===== config.mk =====
export PLATFORM = sky130hd
export DESIGN_NAME = pp_limb_dispatch_flat
export DESIGN_NICKNAME = d
export VERILOG_FILES = /design/src/rtl/pp_limb_dispatch_if.sv /design/src/rtl/pp_limb_dispatch.sv /design/src/flat_wrapper.sv
export SDC_FILE = /design/constraint.sdc
export NUM_CORES = 1
export LEC_CHECK = 0
export BUFFER_PORTS_ARGS = -buffer_cell sky130_fd_sc_hd__buf_2
export CORE_MARGIN = 2
export CORE_UTILIZATION = 48
export DETAILED_ROUTE_END_ITERATION = 7
export GPL_ROUTABILITY_DRIVEN = 0
export PLACE_DENSITY = 0.76
export SLEW_MARGIN = 20
export SYNTH_ARGS = -nofsm -noshare
export SYNTH_HDL_FRONTEND = slang
export SYNTH_SLANG_ARGS = --single-unit

===== constraint.sdc =====
create_clock -name clk -period 2.5 [get_ports clk]
set_clock_uncertainty 0.05 [all_clocks]
set_input_delay 0.25 -clock clk [delete_from_list [all_inputs] [get_ports clk]]
set_output_delay 0.25 -clock clk [all_outputs]
set_load 0.01 [all_outputs]

===== src/rtl/pp_limb_dispatch_if.sv =====
// Operand-pair intake and limb-job output bundle of the radix-54 partial-product dispatcher.
// Handshake rule on both channels: a transfer happens on a rising clk edge where valid & ready; while valid & ~ready the source holds valid and its payload stable.
interface pp_limb_dispatch_if #(
  parameter int RADIX   = 54,
  parameter int SHIFT_W = 7,
  parameter int TAG_W   = 4
);
  localparam int LW = RADIX / 2;

  logic               in_valid;
  logic               in_ready;
  logic [RADIX-1:0]   in_a;
  logic [RADIX-1:0]   in_b;
  logic [TAG_W-1:0]   in_tag;

  logic               out_valid;
  logic               out_ready;
  logic [LW-1:0]      out_a;
  logic [LW-1:0]      out_b;
  logic [SHIFT_W-1:0] out_shift;
  logic [1:0]         out_idx;
  logic               out_last;
  logic [TAG_W-1:0]   out_tag;

  // Dispatcher side: consumes operand pairs, produces limb jobs.
  modport slave (
    input  in_valid, in_a, in_b, in_tag, out_ready,
    output in_ready, out_valid, out_a, out_b, out_shift, out_idx, out_last, out_tag
  );

  // Environment side: offers operand pairs, consumes limb jobs.
  modport master (
    output in_valid, in_a, in_b, in_tag, out_ready,
    input  in_ready, out_valid, out_a, out_b, out_shift, out_idx, out_last, out_tag
  );
endinterface


===== src/rtl/pp_limb_dispatch.sv =====
// Splits one RADIX-bit operand pair into lo/hi limbs and streams the four limb-pair
// multiply jobs (with product shift) to the downstream limb multiplier.
module pp_limb_dispatch #(
  parameter int RADIX   = 54,
  parameter int SHIFT_W = 7,
  parameter int TAG_W   = 4
) (
  input  logic              clk,
  input  logic              rst_n,
  pp_limb_dispatch_if.slave bus,
  output logic              busy,
  output logic              dbg_state_o
);
  localparam int LW = RADIX / 2;
  localparam logic [SHIFT_W-1:0] SH_ONE = SHIFT_W'(LW);
  localparam logic [SHIFT_W-1:0] SH_TWO = SHIFT_W'(2 * LW);

  typedef enum logic {IDLE = 1'b0, ISSUE = 1'b1} state_e;

  state_e             state_q;
  logic [RADIX-1:0]   a_q, b_q;
  logic               out_valid_q;
  logic [LW-1:0]      out_a_q, out_b_q;
  logic [SHIFT_W-1:0] out_shift_q;
  logic [1:0]         out_idx_q;
  logic               out_last_q;
  logic [TAG_W-1:0]   out_tag_q;

  logic               job_acc, last_acc, in_ready, accept;
  logic [1:0]         idx_d;
  logic [LW-1:0]      job_a_d, job_b_d;
  logic [SHIFT_W-1:0] job_shift_d;

  assign job_acc  = out_valid_q & bus.out_ready;
  assign last_acc = job_acc & (out_idx_q == 2'd3);
  assign in_ready = (state_q == IDLE) | ((state_q == ISSUE) & last_acc);
  assign accept   = bus.in_valid & in_ready;

  // Job idx bit 1 picks the A limb, bit 0 picks the B limb; shift is LW per high limb.
  always_comb begin
    idx_d   = out_idx_q + 2'd1;
    job_a_d = idx_d[1] ? a_q[RADIX-1:LW] : a_q[LW-1:0];
    job_b_d = idx_d[0] ? b_q[RADIX-1:LW] : b_q[LW-1:0];
    case (idx_d)
      2'd0:    job_shift_d = '0;
      2'd3:    job_shift_d = SH_TWO;
      default: job_shift_d = SH_ONE;
    endcase
  end

  always_ff @(posedge clk or negedge rst_n) begin
    if (!rst_n) begin
      state_q     <= IDLE;
      a_q         <= '0;
      b_q         <= '0;
      out_valid_q <= 1'b0;
      out_a_q     <= '0;
      out_b_q     <= '0;
      out_shift_q <= '0;
      out_idx_q   <= '0;
      out_last_q  <= 1'b0;
      out_tag_q   <= '0;
    end else if (accept) begin
      // Covers both a fresh start and the zero-bubble hand-over on the last-job cycle.
      state_q     <= ISSUE;
      a_q         <= bus.in_a;
      b_q         <= bus.in_b;
      out_valid_q <= 1'b1;
      out_a_q     <= bus.in_a[LW-1:0];
      out_b_q     <= bus.in_b[LW-1:0];
      out_shift_q <= '0;
      out_idx_q   <= 2'd0;
      out_last_q  <= 1'b0;
      out_tag_q   <= bus.in_tag;
    end else if (last_acc) begin
      state_q     <= IDLE;
      out_valid_q <= 1'b0;
      out_a_q     <= '0;
      out_b_q     <= '0;
      out_shift_q <= '0;
      out_idx_q   <= '0;
      out_last_q  <= 1'b0;
      out_tag_q   <= '0;
    end else if (job_acc) begin
      out_a_q     <= job_a_d;
      out_b_q     <= job_b_d;
      out_shift_q <= job_shift_d;
      out_idx_q   <= idx_d;
      out_last_q  <= (idx_d == 2'd3);
    end
  end

  assign bus.in_ready  = in_ready;
  assign bus.out_valid = out_valid_q;
  assign bus.out_a     = out_a_q;
  assign bus.out_b     = out_b_q;
  assign bus.out_shift = out_shift_q;
  assign bus.out_idx   = out_idx_q;
  assign bus.out_last  = out_last_q;
  assign bus.out_tag   = out_tag_q;
  assign busy          = (state_q == ISSUE);
  assign dbg_state_o   = state_q;
endmodule


===== src/flat_wrapper.sv =====
// flat-port wrapper written by rule: the top's interface ports become plain ports
module pp_limb_dispatch_flat 
#(
  parameter int RADIX   = 54,
  parameter int SHIFT_W = 7,
  parameter int TAG_W   = 4
)
  (clk, rst_n, busy, dbg_state_o, bus_in_valid, bus_in_a, bus_in_b, bus_in_tag, bus_out_ready, bus_in_ready, bus_out_valid, bus_out_a, bus_out_b, bus_out_shift, bus_out_idx, bus_out_last, bus_out_tag);
  pp_limb_dispatch_if #(.RADIX(RADIX), .SHIFT_W(SHIFT_W), .TAG_W(TAG_W)) bus_i ();
  input  logic clk;
  input  logic rst_n;
  output logic busy;
  output logic dbg_state_o;
  input wire logic [$bits(bus_i.in_valid)-1:0] bus_in_valid;
  input wire logic [$bits(bus_i.in_a)-1:0] bus_in_a;
  input wire logic [$bits(bus_i.in_b)-1:0] bus_in_b;
  input wire logic [$bits(bus_i.in_tag)-1:0] bus_in_tag;
  input wire logic [$bits(bus_i.out_ready)-1:0] bus_out_ready;
  output wire logic [$bits(bus_i.in_ready)-1:0] bus_in_ready;
  output wire logic [$bits(bus_i.out_valid)-1:0] bus_out_valid;
  output wire logic [$bits(bus_i.out_a)-1:0] bus_out_a;
  output wire logic [$bits(bus_i.out_b)-1:0] bus_out_b;
  output wire logic [$bits(bus_i.out_shift)-1:0] bus_out_shift;
  output wire logic [$bits(bus_i.out_idx)-1:0] bus_out_idx;
  output wire logic [$bits(bus_i.out_last)-1:0] bus_out_last;
  output wire logic [$bits(bus_i.out_tag)-1:0] bus_out_tag;
  assign bus_i.in_valid = bus_in_valid;
  assign bus_i.in_a = bus_in_a;
  assign bus_i.in_b = bus_in_b;
  assign bus_i.in_tag = bus_in_tag;
  assign bus_i.out_ready = bus_out_ready;
  assign bus_in_ready = bus_i.in_ready;
  assign bus_out_valid = bus_i.out_valid;
  assign bus_out_a = bus_i.out_a;
  assign bus_out_b = bus_i.out_b;
  assign bus_out_shift = bus_i.out_shift;
  assign bus_out_idx = bus_i.out_idx;
  assign bus_out_last = bus_i.out_last;
  assign bus_out_tag = bus_i.out_tag;
  pp_limb_dispatch #(.RADIX(RADIX), .SHIFT_W(SHIFT_W), .TAG_W(TAG_W)) u_core (.clk(clk), .rst_n(rst_n), .bus(bus_i), .busy(busy), .dbg_state_o(dbg_state_o));
endmodule

== Yosys cells after proc, flatten, opt, wreduce, memory -nomap -nowiden ==
Index checks and enable logic that the tools add are counted.

* Bits in registers: 177
* Bits of input ports: 116
* Output and inout port bits: 72
* Word-level logic and storage cells: 43

* Add/subtract/negate cells: 1
* Equal/unequal tests: 2
* Muxes and demuxes: 22
* Bitwise gates (word level): 6
* Reductions and logical operators: 3

{| class="wikitable"
|+ Operators by type and width
! operator !! count
|-
| $mux W27 || 8
|-
| $mux W7 || 3
|-
| $pmux W6 S2 || 1
|-
| $mux W4 || 2
|-
| $mux W2 || 3
|-
| $mux W1 || 5
|-
| $and A1 B1 Y1 || 4
|-
| $eq A2 B2 Y1 const B || 2
|-
| $reduce_bool A3 Y1 || 1
|-
| $add A2 B1 Y2 const B || 1
|-
| $logic_not A2 Y1 || 1
|-
| $reduce_bool A2 Y1 || 1
|-
| $not A1 Y1 || 1
|-
| $or A1 B1 Y1 || 1
|}

== Longest topological paths before layout ==
* Word-level depth: 6
* Gate-level depth with buffers: 9
* Depth with buffers taken out: 5

== Worst setup path after synthesis ==
No wires, ideal clock.

* Path type: register -> register
* Start point: register u_core.out_idx_q[0], in the netlist u_core.bus.out_idx[0]
* End point: register u_core.out_a_q[24], in the netlist u_core.bus.out_a[24]
* Library setup time: 126 ps
* Arrival time: 2388 ps
* Data required time: 2324 ps
* Path slack: -64 ps
* Cell stages (with the launch flop): 10
* Buffers on the path: 4
* Period minus slack after synthesis: 2564 ps
* Cell sequence: dfrtp_1 -> clkbuf_1 -> clkbuf_1 -> inv_1 -> ha_1 -> buf_2 -> buf_2 -> mux2i_1 -> nor2_1 -> a221o_1

* Cells in the longest elaborated chain, start to end: 6
* Elaborated cells between the ends (all ways): 11
* Classes of those cells: 1 x add/sub; 1 x eq/ne; 4 x mux; 4 x bitwise; 1 x reduce/logical

{| class="wikitable"
|+ Ends and longest elaborated chain
! item !! line !! RTL
|-
| start: declaration || pp_limb_dispatch.sv:25 || <nowiki>logic [1:0] out_idx_q;</nowiki>
|-
| start signal: assignment || pp_limb_dispatch.sv:88 || <nowiki>out_idx_q <= idx_d;</nowiki>
|-
| $eq A2 B2 Y1 || pp_limb_dispatch.sv:35 || <nowiki>assign last_acc = job_acc & (out_idx_q == 2'd3);</nowiki>
|-
| $and A1 B1 Y1 || pp_limb_dispatch.sv:35 ||
|-
| $and A1 B1 Y1 || pp_limb_dispatch.sv:36 || <nowiki>assign in_ready = (state_q == IDLE) | ((state_q == ISSUE) & last_acc);</nowiki>
|-
| $or A1 B1 Y1 || pp_limb_dispatch.sv:36 ||
|-
| $and A1 B1 Y1 || pp_limb_dispatch.sv:37 || <nowiki>assign accept = bus.in_valid & in_ready;</nowiki>
|-
| $reduce_bool A3 Y1 (no line) or $mux W27 (tied branches) || n/a ||
|-
| end signal: assignment || pp_limb_dispatch.sv:69 || <nowiki>out_a_q <= bus.in_a[LW-1:0];</nowiki>
|-
| end signal: assignment || pp_limb_dispatch.sv:85 || <nowiki>out_a_q <= job_a_d;</nowiki>
|-
| end: declaration || pp_limb_dispatch.sv:23 || <nowiki>logic [LW-1:0] out_a_q, out_b_q;</nowiki>
|}

Parallel ways exist; a longest one is shown, timed or not. The select of a mux whose other input is x is not followed.
A chain may end at the register's enable or synchronous reset.

== Worst setup path after layout ==
* Start point: register u_core.out_idx_q[1], in the netlist u_core.bus.out_idx[1]
* End point: register u_core.b_q[35]

* Cells in the longest elaborated chain, start to end: 5

{| class="wikitable"
|+ Ends and longest elaborated chain
! item !! line !! RTL
|-
| $eq A2 B2 Y1 || pp_limb_dispatch.sv:35 ||
|-
| $and A1 B1 Y1 || pp_limb_dispatch.sv:35 ||
|-
| $and A1 B1 Y1 || pp_limb_dispatch.sv:36 ||
|-
| $or A1 B1 Y1 || pp_limb_dispatch.sv:36 ||
|-
| $and A1 B1 Y1 || pp_limb_dispatch.sv:37 ||
|-
| end signal: assignment || pp_limb_dispatch.sv:67 || <nowiki>b_q <= bus.in_b;</nowiki>
|-
| end: declaration || pp_limb_dispatch.sv:21 || <nowiki>logic [RADIX-1:0] a_q, b_q;</nowiki>
|}

Every way passes these cells.

==> impl_metrics.env <==
export IMPL_cts_resized=0
export IMPL_yosysMostFrequentCell="dfrtp_1"
export IMPL_finalPower_mw=12.10
export IMPL_synth_compound_area_share_pct=8.490
export IMPL_grt_pass1_vias=5232
export IMPL_switching_share_pct=32.51
export IMPL_layout_nets=841
export IMPL_grt_start_max_net_pins=65
export IMPL_pwr_share_comb_pct=37.1
export IMPL_rsz0062_at_grt="false"
export IMPL_synth_area_sq_um=7325
export IMPL_ys_seq_area_share_pct=58.76
export IMPL_layout_min_cycle_time_ns=2.126
export IMPL_synth_flop_cell="dfrtp_1"
export IMPL_numCtsBuffers=17
export IMPL_ys_ff_latch=172
export IMPL_final_core_util_pct=61.88
export IMPL_ctsRootBufferMaster="clkbuf_16"
export IMPL_synthCells=516
export IMPL_first_pass_iters=4
export IMPL_drc_errors=0
export IMPL_final_setup_viol_count=0
export IMPL_max_freq_mhz=470.4
export IMPL_ir_worst_vdd_mv=0.6058
export IMPL_clkPwrFrac_pct=22.2
export IMPL_synth_distinct_cells=22
export IMPL_critPathKind="flop to flop"
export IMPL_yosysTopAreaCellShare_pct=58.76
export IMPL_drtIter0Drc=267
export IMPL_floorplan_initialDensity_pct=48.72
export IMPL_grt_usage_pct=21.02
export IMPL_die_w_microns=127.5
export IMPL_finalWirelength_microns=16980
export IMPL_synth_top_family_by_area="multiplexers"
export IMPL_max_slew_margin_rel_pct=59.14
export IMPL_drv_cap=0
export IMPL_crit_fanout=27
export IMPL_grt_overflow=0
export IMPL_end_kind="flop"
export IMPL_hold_violations=0
export IMPL_insertion_delay_ns=0.42
export IMPL_antenna_left=0
export IMPL_numClockSinks=172
export IMPL_antenna_found_initial=4
export IMPL_outcome="complete, no violations"
export IMPL_synth_warnings=0
export IMPL_cp_arrival_ns=2.38
export IMPL_power_leakage_nw=4.474
export IMPL_syn_nets=635
export IMPL_grt_pass1_wl_microns=26690
export IMPL_synth_xor_area_share_pct=0.1196
export IMPL_dp_hpwl_microns=11030
export IMPL_synth_area_leaders="dfrtp_1 (59%), mux2_2 (17%), mux2i_1 (7.5%)"
export IMPL_ios=188
export IMPL_die_area_sq_um=16260
export IMPL_core_area_sq_um=15030
export IMPL_htree_levels=4
export IMPL_hp_class="primary input to flop"
export IMPL_clockBufferDepth=2
export IMPL_die_h_microns=127.5
export IMPL_tns_ns=0
export IMPL_async_reset_ff_share_pct=100.0
export IMPL_p_sw_mw=3.933
export IMPL_rows=45
export IMPL_synth_edf_count=0
export IMPL_wl_per_cell_microns=18.34
export IMPL_required_ns=2.75
export IMPL_synthAdderAreaFrac_pct=0.5125
export IMPL_area_growth_pct=27.01
export IMPL_intPower_mw=8.164
export IMPL_muxShareOfSynthArea_pct=24.27
export IMPL_slew_viol_final=0
export IMPL_via_per_inst=5.535
export IMPL_yosys_area_share_simple_pct=3.434
export IMPL_vias=5125
export IMPL_synth_common_cells="dfrtp_1 (172), mux2_2 (109), nor2_1 (56)"
export IMPL_avgSynthCellArea_sq_um=14.19
export IMPL_port_buffers=186
export IMPL_drive_above_1_share_pct=47.21
export IMPL_powerDensity_nw_per_um2=1300
export IMPL_yosys_area_top_type="dfrtp_1"
export IMPL_tightestPinTransition_ns=0.6129
export IMPL_seq_power_share_pct=40.7
export IMPL_period_share_pct=85.03
export IMPL_clk_pin_slew_ns=0.07
export IMPL_cts_tree="yes"
export IMPL_critPathLaunchType="flop"
## metrics by stage
stage | instance area, sq um | cells | hold slack (ns) | worst slack, ns
2_1_floorplan | 7326 | 516 | -0.09559 | 0.1062
3_3_place_gp | 8396 | 861 | 0.2222 | 0.4966
3_5_place_dp | 8396 | 861 | 0.2377 | 0.3930
4_1_cts | 9295 | 923 | 0.0001174 | 0.3805
5_1_grt | 9303 | 926 | 0.005191 | 0.2448
6_report | 9303 | 926 | 0.01808 | 0.3743
## layout make-up
type | instances | area, sq um
fillers | 1149 | 5731
flip-flops and latches | 172 | 4305
multi-input cells | 298 | 2719
repair buffers | 232 | 1433
clock buffers | 18 | 429.2
well taps | 188 | 235.2
clock inverters | 14 | 170.2
diodes | 3 | 7.507
inverters | 1 | 3.754
## sequential cells by signal (all words and copies together) (netlist names)
register              flops
u_core.a_q               54
u_core.b_q               54
u_core.bus.out_a         27
u_core.bus.out_b         27
u_core.bus.out_idx        2
u_core.bus.out_shift      3
u_core.bus.out_tag        4
u_core.busy               1
## placed cells by master, fill, tap and decap left out
cell type      instances
buf_12                 6
clkinv_2               4
and2_4                 1
buf_4                 10
clkbuf_16             17
clkinvlp_4             1
dfrtp_2                1
nand2_1                4
diode_2                3
dlygate4sd3_1         30
mux2_2               109
inv_1                  1
inv_6                  2
dfrtp_1              171
xnor2_1                1
nand3b_1               1
buf_6                  1
conb_1                 1
nand2b_1               2
o21ai_0                4
mux2i_4                1
o31ai_1                1
mux2i_1               54
nor2_1                56
ha_1                   2
a221o_1               54
a21bo_2                1
clkbuf_1               1
buf_2                185
bufinv_16              3
a22o_1                 5
clkinv_4               4
ha_2                   1
## per-layer routing
metal	vias up	share of wire, %	GRT usage (%)
li1	2314	-	-
met5	-	0.077	0
met2	186	49	34.22
met4	2	1.3	7.692
met3	26	6.1	5.653
met1	2597	44	27.20
## what timing repair did
| item | 4_1_cts | 5_1_grt |
|---|---|---|
| hold buffers | 30 | 0 |
| hold endpoints to repair | 88 | 0 |
| setup buffers | 0 | 0 |
## critical path, cell delays in order (launching register included)
cell and delay (ns):
dfrtp_1 0.45, ha_1 0.22, a21bo_2 0.17, and2_4 0.40, buf_4 0.34, mux2_2 0.37
## worst paths after layout
check / end / slack, ns / from / cells past startpoint
max: u_core.b_q[35] / 0.37 / u_core.bus.out_idx[1] / 5
min: u_core.a_q[46] / 0.02 / bus_in_a[46] / 2
max reg2reg: u_core.b_q[35] / 0.37 / u_core.bus.out_idx[1] / 5
min reg2reg: u_core.b_q[32] / 0.46 / u_core.b_q[32] / 1
max in group asynchronous: u_core.a_q[27] / 1.37 / rst_n / 3
min in group asynchronous: u_core.bus.out_b[9] / 0.36 / rst_n / 2
## cell families (layout without fill, tap and decap cells)
kind of cell               Yosys count  in the layout
DFF                                172            172
muxes                              164            164
AOI/OAI and AO/OA                   65             65
and+or+nand+nor                     64             64
buffers and inverters               46            265
adders and majority gates            3              3
other                                1              4
xor gates and xnor gates             1              1
## power by group through the flow
stage	clock network (mW)	registers [mW]	logic (mW)
detailed placement	0	4.94	4.48
floorplan	0	4.97	3.04
finish	2.68	4.93	4.49
global placement	0	4.84	4.28
CTS	2.74	4.91	4.54
global route	2.85	5.08	4.88
Power figures use the tool's default switching activity.
